$ cat src/rtl/fp_addsub_pkg.sv
// Shared types and constants for the single-precision add/sub issue path.
// Optional statistics counters in fp_operand_issue: FP_OPERAND_ISSUE_STATS_EN.
package fp_addsub_pkg;

    localparam int          FP_W       = 32;
    localparam logic [31:0] FP_QNAN    = 32'h7FC0_0000;
    localparam logic [7:0]  FP_EXP_MAX = 8'hFF;

    typedef enum logic [1:0] {
        ZERO,
        NORM,
        INF,
        NAN
    } fp_class_e;

    typedef struct packed {
        logic [FP_W-1:0] a;
        logic [FP_W-1:0] b;
        logic            bypass;
        logic [FP_W-1:0] bypass_result;
    } fp_entry_t;

    // Denormals (exponent 0) classify as ZERO so they are flushed downstream.
    function automatic fp_class_e fp_classify(input logic [FP_W-1:0] x);
        fp_class_e cls;
        if (x[30:23] == 8'h00)
            cls = ZERO;
        else if (x[30:23] != FP_EXP_MAX)
            cls = NORM;
        else if (x[22:0] == 23'h0)
            cls = INF;
        else
            cls = NAN;
        return cls;
    endfunction

endpackage

$ cat src/rtl/fp_special_detect.sv
// Combinational special-operand detection: decides whether the add/sub
// datapath can be skipped and, if so, what the result is.
module fp_special_detect
    import fp_addsub_pkg::*;
(
    input  logic [FP_W-1:0] a,
    input  logic [FP_W-1:0] eb,
    output logic            bypass,
    output logic [FP_W-1:0] bypass_result
);

    fp_class_e cls_a;
    fp_class_e cls_b;

    // Priority-ordered special-case resolution.
    always_comb begin
        cls_a         = fp_classify(a);
        cls_b         = fp_classify(eb);
        bypass        = 1'b1;
        bypass_result = '0;
        if (cls_a == NAN || cls_b == NAN) begin
            bypass_result = FP_QNAN;
        end else if (cls_a == INF && cls_b == INF && (a[31] != eb[31])) begin
            bypass_result = FP_QNAN;
        end else if (cls_a == INF) begin
            bypass_result = a;
        end else if (cls_b == INF) begin
            bypass_result = eb;
        end else if (cls_a == ZERO && cls_b == ZERO) begin
            bypass_result = {a[31] & eb[31], 31'h0};
        end else if (cls_a == ZERO) begin
            bypass_result = {eb[31:23], (eb[30:23] != 8'h00) ? eb[22:0] : 23'h0};
        end else if (cls_b == ZERO) begin
            bypass_result = {a[31:23], (a[30:23] != 8'h00) ? a[22:0] : 23'h0};
        end else begin
            bypass = 1'b0;
        end
    end

endmodule

$ cat src/rtl/fp_operand_issue.sv
// Issue stage for the single-precision add/sub datapath: handshake intake,
// subtraction folded into b's sign, special-case bypass, small FIFO and
// registered operand outputs.
// Optional feature macro: FP_OPERAND_ISSUE_STATS_EN (pop/bypass counters).
module fp_operand_issue
    import fp_addsub_pkg::*;
#(
    parameter  int DEPTH = 2,
    localparam int PTR_W = $clog2(DEPTH)
) (
    input  logic            clk,
    input  logic            rst_n,
    input  logic            flush,
    input  logic            in_valid,
    output logic            in_ready,
    input  logic [FP_W-1:0] in_a,
    input  logic [FP_W-1:0] in_b,
    input  logic            in_op,
    output logic            out_valid,
    input  logic            out_ready,
    output logic [FP_W-1:0] datain_a,
    output logic [FP_W-1:0] datain_b,
    output logic            out_bypass,
    output logic [FP_W-1:0] out_bypass_result
`ifdef FP_OPERAND_ISSUE_STATS_EN
    ,
    output logic [31:0]     stat_issued,
    output logic [31:0]     stat_bypassed
`endif
);

    fp_entry_t        mem [DEPTH];
    fp_entry_t        new_entry;
    fp_entry_t        head_q;
    fp_entry_t        head_next;
    logic [PTR_W-1:0] wr_ptr;
    logic [PTR_W-1:0] rd_ptr;
    logic [PTR_W-1:0] rd_next;
    logic [PTR_W:0]   count;
    logic [PTR_W:0]   remain;
    logic [PTR_W:0]   count_next;
    logic [FP_W-1:0]  eb;
    logic             full;
    logic             push_en;
    logic             pop_en;
    logic             spec_bypass;
    logic [FP_W-1:0]  spec_result;

    assign eb        = {in_b[31] ^ in_op, in_b[30:0]};
    assign full      = (count == (PTR_W+1)'(DEPTH));
    assign in_ready  = !full;
    assign out_valid = (count != '0);
    assign push_en   = in_valid && in_ready && !flush;
    assign pop_en    = out_valid && out_ready && !flush;

    fp_special_detect u_detect (
        .a             (in_a),
        .eb            (eb),
        .bypass        (spec_bypass),
        .bypass_result (spec_result)
    );

    // Assemble the entry captured on push.
    always_comb begin
        new_entry               = '0;
        new_entry.a             = in_a;
        new_entry.b             = eb;
        new_entry.bypass        = spec_bypass;
        new_entry.bypass_result = spec_result;
    end

    // Next head: the pushed entry when it lands in an otherwise empty FIFO,
    // else whatever already sits at the advanced read pointer.
    always_comb begin
        rd_next    = rd_ptr + PTR_W'(pop_en);
        remain     = count - (PTR_W+1)'(pop_en);
        count_next = remain + (PTR_W+1)'(push_en);
        head_next  = (remain == '0) ? new_entry : mem[rd_next];
    end

    // Entry storage; contents are only meaningful below count.
    always_ff @(posedge clk) begin
        if (push_en)
            mem[wr_ptr] <= new_entry;
    end

    // Pointers, occupancy and the registered head seen by the datapath.
    always_ff @(posedge clk or negedge rst_n) begin
        if (!rst_n) begin
            wr_ptr <= '0;
            rd_ptr <= '0;
            count  <= '0;
            head_q <= '0;
        end else if (flush) begin
            wr_ptr <= '0;
            rd_ptr <= '0;
            count  <= '0;
        end else begin
            if (push_en)
                wr_ptr <= wr_ptr + PTR_W'(1);
            rd_ptr <= rd_next;
            count  <= count_next;
            if (count_next != '0)
                head_q <= head_next;
        end
    end

    assign datain_a          = head_q.a;
    assign datain_b          = head_q.b;
    assign out_bypass        = head_q.bypass;
    assign out_bypass_result = head_q.bypass_result;

`ifdef FP_OPERAND_ISSUE_STATS_EN
    // Issue statistics; cleared by reset only, wrap naturally.
    always_ff @(posedge clk or negedge rst_n) begin
        if (!rst_n) begin
            stat_issued   <= '0;
            stat_bypassed <= '0;
        end else if (pop_en) begin
            stat_issued <= stat_issued + 32'd1;
            if (head_q.bypass)
                stat_bypassed <= stat_bypassed + 32'd1;
        end
    end
`endif

endmodule
$ cat config.mk
export PLATFORM = sky130hd
export DESIGN_NAME = fp_operand_issue
export DESIGN_NICKNAME = d
export VERILOG_FILES = /design/src/rtl/fp_addsub_pkg.sv /design/src/rtl/fp_special_detect.sv /design/src/rtl/fp_operand_issue.sv
export SDC_FILE = /design/constraint.sdc
export NUM_CORES = 1
export LEC_CHECK = 0
export ABC_CLOCK_PERIOD_IN_PS = 8100
export CAP_MARGIN = 10
export CORE_ASPECT_RATIO = 0.8
export CORE_MARGIN = 1.5
export CORE_UTILIZATION = 29
export CTS_BUF_LIST = sky130_fd_sc_hd__clkbuf_4 sky130_fd_sc_hd__clkbuf_8 sky130_fd_sc_hd__clkbuf_16
export DETAILED_ROUTE_END_ITERATION = 10
export GPL_TIMING_DRIVEN = 0
export SYNTH_ARGS = -nofsm -noshare
export SYNTH_HDL_FRONTEND = slang
export SYNTH_HIERARCHICAL = 1
export SYNTH_SLANG_ARGS = --single-unit
$ cat constraint.sdc
create_clock -name clk -period 8.1 [get_ports clk]
set_input_delay 2.025 -clock clk [delete_from_list [all_inputs] [get_ports clk]]
set_output_delay 2.025 -clock clk [all_outputs]
set_load 0.005 [all_outputs]
==> impl_results.html <==
<table>
<tr><th>Metric</th><th>Value</th></tr>
<tr><th colspan="2">Global routing</th></tr>
<tr><td>Initial antenna violation count</td><td>3</td></tr>
<tr><td>First-pass GRT wire length</td><td>78.3 mm</td></tr>
<tr><td>Pin count of the biggest net entering global routing</td><td>65</td></tr>
<tr><td>Overall fraction of global-route tracks in use</td><td>20.1%</td></tr>
<tr><td>Via count of the first global-routing pass</td><td>12400</td></tr>
<tr><td>Total congestion overflow after global routing</td><td>0</td></tr>
<tr><th colspan="2">Detailed routing</th></tr>
<tr><td>Post-DR vias/cell</td><td>5.66</td></tr>
<tr><td>Average wire per standard cell</td><td>23.5 µm</td></tr>
<tr><td>DRC Markers</td><td>0</td></tr>
<tr><td>Post-route antenna net violation count</td><td>0</td></tr>
<tr><td>Pre-Repair DR Iteration Count</td><td>8</td></tr>
<tr><td>Final wirelength</td><td>53.4 mm</td></tr>
<tr><td>Vias</td><td>12900</td></tr>
<tr><td>Number of design-rule violations left by the first detailed-router iteration</td><td>1555</td></tr>
<tr><th colspan="2">Synthesis</th></tr>
<tr><td>Dominant cells by area after synthesis</td><td>edfxtp_1 (40%), dfrtp_1 (17%), a22oi_1 (10%), a311oi_1 (5.9%), nand2_1 (5.2%)</td></tr>
<tr><td>Share of synthesized area occupied by flip-flops and latches</td><td>57.4%</td></tr>
<tr><td>Synthesized area per cell</td><td>10.7 µm²</td></tr>
<tr><td>Share of Yosys cell area claimed by the top area cell type</td><td>40.0%</td></tr>
<tr><td>Yosys warning total</td><td>6</td></tr>
<tr><td>Number of distinct library cells after synthesis</td><td>42</td></tr>
<tr><td>FFs w/ async S/R, synth</td><td>34.2%</td></tr>
<tr><td>Largest area contributor in the netlist</td><td>edfxtp_1</td></tr>
<tr><td>Total standard cell area after synthesis</td><td>0.0146 mm²</td></tr>
<tr><td>Number of synthesized flops with an enable pin</td><td>194</td></tr>
<tr><td>Cell count after synthesis</td><td>1362</td></tr>
<tr><td>Most instantiated flip-flop cell in the synthesis netlist</td><td>edfxtp_1</td></tr>
<tr><td>Number of flip-flops and latches in the synthesized netlist</td><td>295</td></tr>
<tr><td>Net Count, Synth</td><td>1435</td></tr>
<tr><th colspan="2">Worst setup path</th></tr>
<tr><td>Register-to-register setup slack</td><td>3.57 ns</td></tr>
<tr><td>CP cell instances</td><td>clkdlybuf4s50_1 &gt; o21ai_2 &gt; nor2_2 &gt; clkbuf_1 &gt; ha_1 &gt; inv_1 &gt; ha_1 &gt; nor2_1 &gt; nor2_1 &gt; o21ai_1 &gt; buf_6 &gt; buf_2 &gt; clkbuf_2 &gt; o21ai_0</td></tr>
<tr><td>FF-to-FF End</td><td>out_bypass_result[21]</td></tr>
<tr><td>Largest incremental delay on the critical path</td><td>0.62 ns</td></tr>
<tr><td>Arrival time of the worst setup path</td><td>6.33 ns</td></tr>
<tr><td>Register-to-Register Path Depth</td><td>13</td></tr>
<tr><td>Kind of start point of the critical path</td><td>input pin</td></tr>
<tr><td>Reg2reg start</td><td>count[1]</td></tr>
<tr><td>Required time of the critical path</td><td>8.50 ns</td></tr>
<tr><td>Slowest-stage cell, CP</td><td>nor2_2</td></tr>
<tr><td>Critical path start-end classification</td><td>input pin to flip-flop</td></tr>
<tr><td>CP max FO</td><td>10</td></tr>
<tr><td>Crit. End Element</td><td>flip-flop</td></tr>
<tr><th colspan="2">Pwr</th></tr>
<tr><td>Power per Cell Area</td><td>298 mW/mm²</td></tr>
<tr><td>Power after layout</td><td>5520 µW</td></tr>
<tr><td>Leakage power summed over all cells</td><td>0.00632 µW</td></tr>
<tr><td>IR Drop Worst-Case VDD</td><td>0.128 mV</td></tr>
<tr><th colspan="2">Timing</th></tr>
<tr><td>Clock Skews</td><td>0.0258 ns</td></tr>
<tr><td>Hold slack</td><td>0.502 ns</td></tr>
<tr><td>Final critical-path required period</td><td>5.92 ns</td></tr>
<tr><td>Achievable frequency</td><td>0.169 GHz</td></tr>
<tr><td>Endpoints failing setup</td><td>0</td></tr>
<tr><td>Share of the cycle needed by the critical path after routing</td><td>73.1%</td></tr>
<tr><td>Worst Tran Pin Value</td><td>1.04 ns</td></tr>
<tr><td>Rel. slew slack</td><td>30.2%</td></tr>
<tr><td>Setup slack after layout</td><td>2.18 ns</td></tr>
<tr><td>Final hold vios</td><td>0</td></tr>
<tr><td>Number of max-slew violations in the final report</td><td>0</td></tr>
<tr><td>Setup repair after global routing missed its margin</td><td>false</td></tr>
<tr><th colspan="2">Clocking</th></tr>
<tr><td>Hold Buf Count CTS</td><td>0</td></tr>
<tr><td>Later-pin clock latency in the skew report</td><td>0.54 ns</td></tr>
<tr><td># resized after CTS</td><td>0</td></tr>
<tr><td>Inserted Clock Buffers</td><td>35</td></tr>
<tr><td>Clock sinks</td><td>295</td></tr>
<tr><td>Clock root cell</td><td>clkbuf_16</td></tr>
<tr><td>Maximum buffer depth of the clock tree</td><td>3</td></tr>
<tr><td>Clock slew at the register clock pins of the worst setup and hold paths</td><td>0.06 ns</td></tr>
<tr><td>CTS tree</td><td>built</td></tr>
<tr><td>H-tree depth reported by CTS</td><td>2</td></tr>
<tr><td>Setup Buffers After CTS</td><td>0</td></tr>
<tr><th colspan="2">Final layout</th></tr>
<tr><td>Sequential cell area</td><td>0.00835 mm²</td></tr>
<tr><td>Final Non-Filler Cells</td><td>2277</td></tr>
<tr><td>Area of the multi-input gates</td><td>0.00558 mm²</td></tr>
<tr><td>Share of post-route cells with drive strength above 1</td><td>9.30%</td></tr>
<tr><td>Finished Core Util</td><td>37.3%</td></tr>
<tr><td>Area growth, synth to finish</td><td>27.2%</td></tr>
<tr><td>Final net count</td><td>1648</td></tr>
<tr><td>Number of inserted diodes</td><td>0</td></tr>
<tr><td>Fill cell total of the finished layout</td><td>4777</td></tr>
<tr><th colspan="2">Hold path</th></tr>
<tr><td>Worst hold path cell count</td><td>2</td></tr>
<tr><td>Worst min-delay path startpoint</td><td>datain_b[23]</td></tr>
<tr><td>End point of the most critical hold path</td><td>datain_b[23]</td></tr>
<tr><td>Type of the most critical hold path</td><td>flip-flop to flip-flop</td></tr>
<tr><th colspan="2">Placement</th></tr>
<tr><td>RePlAce Congestion</td><td>0.876</td></tr>
<tr><td>Buffers on Ports</td><td>167</td></tr>
<tr><td>Setup WS pre-CTS</td><td>1.72 ns</td></tr>
<tr><td>Detail Placement HPWL</td><td>37.7 mm</td></tr>
<tr><td>Total placed cells including tap cells</td><td>2213</td></tr>
<tr><th colspan="2">Floorplan</th></tr>
<tr><td>Core region area</td><td>0.0496 mm²</td></tr>
<tr><td>Die area</td><td>0.0516 mm²</td></tr>
<tr><td>Boundary pin count</td><td>169</td></tr>
<tr><td>Initial standard-cell utilization of the core</td><td>29.4%</td></tr>
<tr><td>Die outline width</td><td>253 µm</td></tr>
<tr><td>Row count</td><td>73</td></tr>
<tr><td>Height of the die</td><td>203 µm</td></tr>
<tr><th colspan="2">Status</th></tr>
<tr><td>Outcome</td><td>completed</td></tr>
<tr><th colspan="2">Flow run</th></tr>
<tr><td>Max-Cap Viols</td><td>0</td></tr>
</table>
[layout make-up]
type                            instances  area share, %
Sequential cell                       295           45.1
Timing Repair Buffer                  176           10.2
Multi-Input combinational cell        925           30.1
Clock buffer                           44           5.28
Clock inverter                         20           1.27
Inverter                                5          0.101
Buffer                                137           3.33
Tap cell                              675           4.56
[synth_stat cells, types with 2 or more instances]
master,number
inv_2,2
buf_1,2
o21ai_0,81
a21oi_1,24
a311oi_1,98
buf_4,11
o21ai_1,18
nand2b_1,99
nand2_1,202
o21ai_2,2
a221o_1,9
clkbuf_1,75
or2_1,2
nand4_1,7
dfrtp_1,101
inv_1,3
xor2_1,2
and2_1,2
buf_2,46
clkbuf_2,3
edfxtp_1,194
a22oi_1,194
a21oi_2,2
nor3_1,101
nor2_1,6
nand3_1,45
nor4_1,14
ha_1,3
[power by group]
| group | internal [µW] | leakage, µW | total (µW) | switching, µW |
|---|---|---|---|---|
| clock network | 996 | 0.000606 | 1650 | 651 |
| logic | 819 | 0.00266 | 1790 | 967 |
| registers | 1900 | 0.00305 | 2090 | 190 |
[worst max-delay path, delay by kind of cell]
family                   cells  cell delay, ns
AND/OR/NAND/NOR              3            0.94
buffers and inverters        6            1.90
adder cells (fa/ha/maj)      2            0.63
AO/OA/AOI/OAI                3            0.81
[flip-flops by register name, indices dropped and copies added (netlist names)]
register           flops
count                  2
datain_a              32
datain_b              32
mem                  194
out_bypass             1
out_bypass_result     32
rd_ptr                 1
wr_ptr                 1
[per-stage QoR]
| step | setup TNS (ns) | cell area (µm²) |
|---|---|---|
| 2_1_floorplan | 0 | 14600 |
| 3_3_place_gp | -151.51 | 17100 |
| 3_5_place_dp | 0 | 17300 |
| 4_1_cts | 0 | 18500 |
| 5_1_grt | 0 | 18500 |
| 6_report | 0 | 18500 |
[routing by layer]
metal | share of wire [%] | GRT usage, % | vias to the layer above
met1 | 42 | 27.8 | 6386
met2 | 44 | 31.1 | 696
met4 | 2.7 | 5.54 | 4
met3 | 11 | 5.34 | 106
li1 | - | - | 5691
met5 | 0.047 | 0 | -
[logic make-up after synthesis]
kind of cell	Yosys count	synth area share, %
xor gates and xnor gates	4	0.395
AOI/OAI and AO/OA	436	21.6
adders and majority gates	3	0.258
buffers and inverters	142	4.37
DFF	295	57.4
and+or+nand+nor	482	16.0
[worst max path at each step]
| stage | slack, ns | cells after the start | from | end |
|---|---|---|---|---|
| floorplan | 1.20 | 4 | flush | mem[0][0] |
| global placement | -1.57 | 4 | flush | mem[0][86] |
| detailed placement | 1.72 | 14 | out_ready | out_bypass_result[21] |
| CTS | 2.22 | 14 | out_ready | datain_b[1] |
| global route | 2.03 | 14 | out_ready | datain_b[9] |
| finish | 2.18 | 14 | out_ready | out_bypass_result[21] |
[layout by cell type (no fill, tap or decap), types with 18 or more instances in the layout]
| cell type | count |
|---|---|
| o21ai_1 | 18 |
| a21oi_1 | 24 |
| o21ai_0 | 81 |
| a22oi_1 | 194 |
| nand3_1 | 45 |
| nand2b_1 | 99 |
| clkbuf_16 | 37 |
| edfxtp_1 | 194 |
| clkdlybuf4s50_1 | 166 |
| clkbuf_1 | 75 |
| nand2_1 | 202 |
| a311oi_1 | 98 |
| buf_2 | 46 |
| nor3_1 | 100 |
| dfrtp_1 | 101 |
No activity file was read; power rests on OpenSTA's default activity.
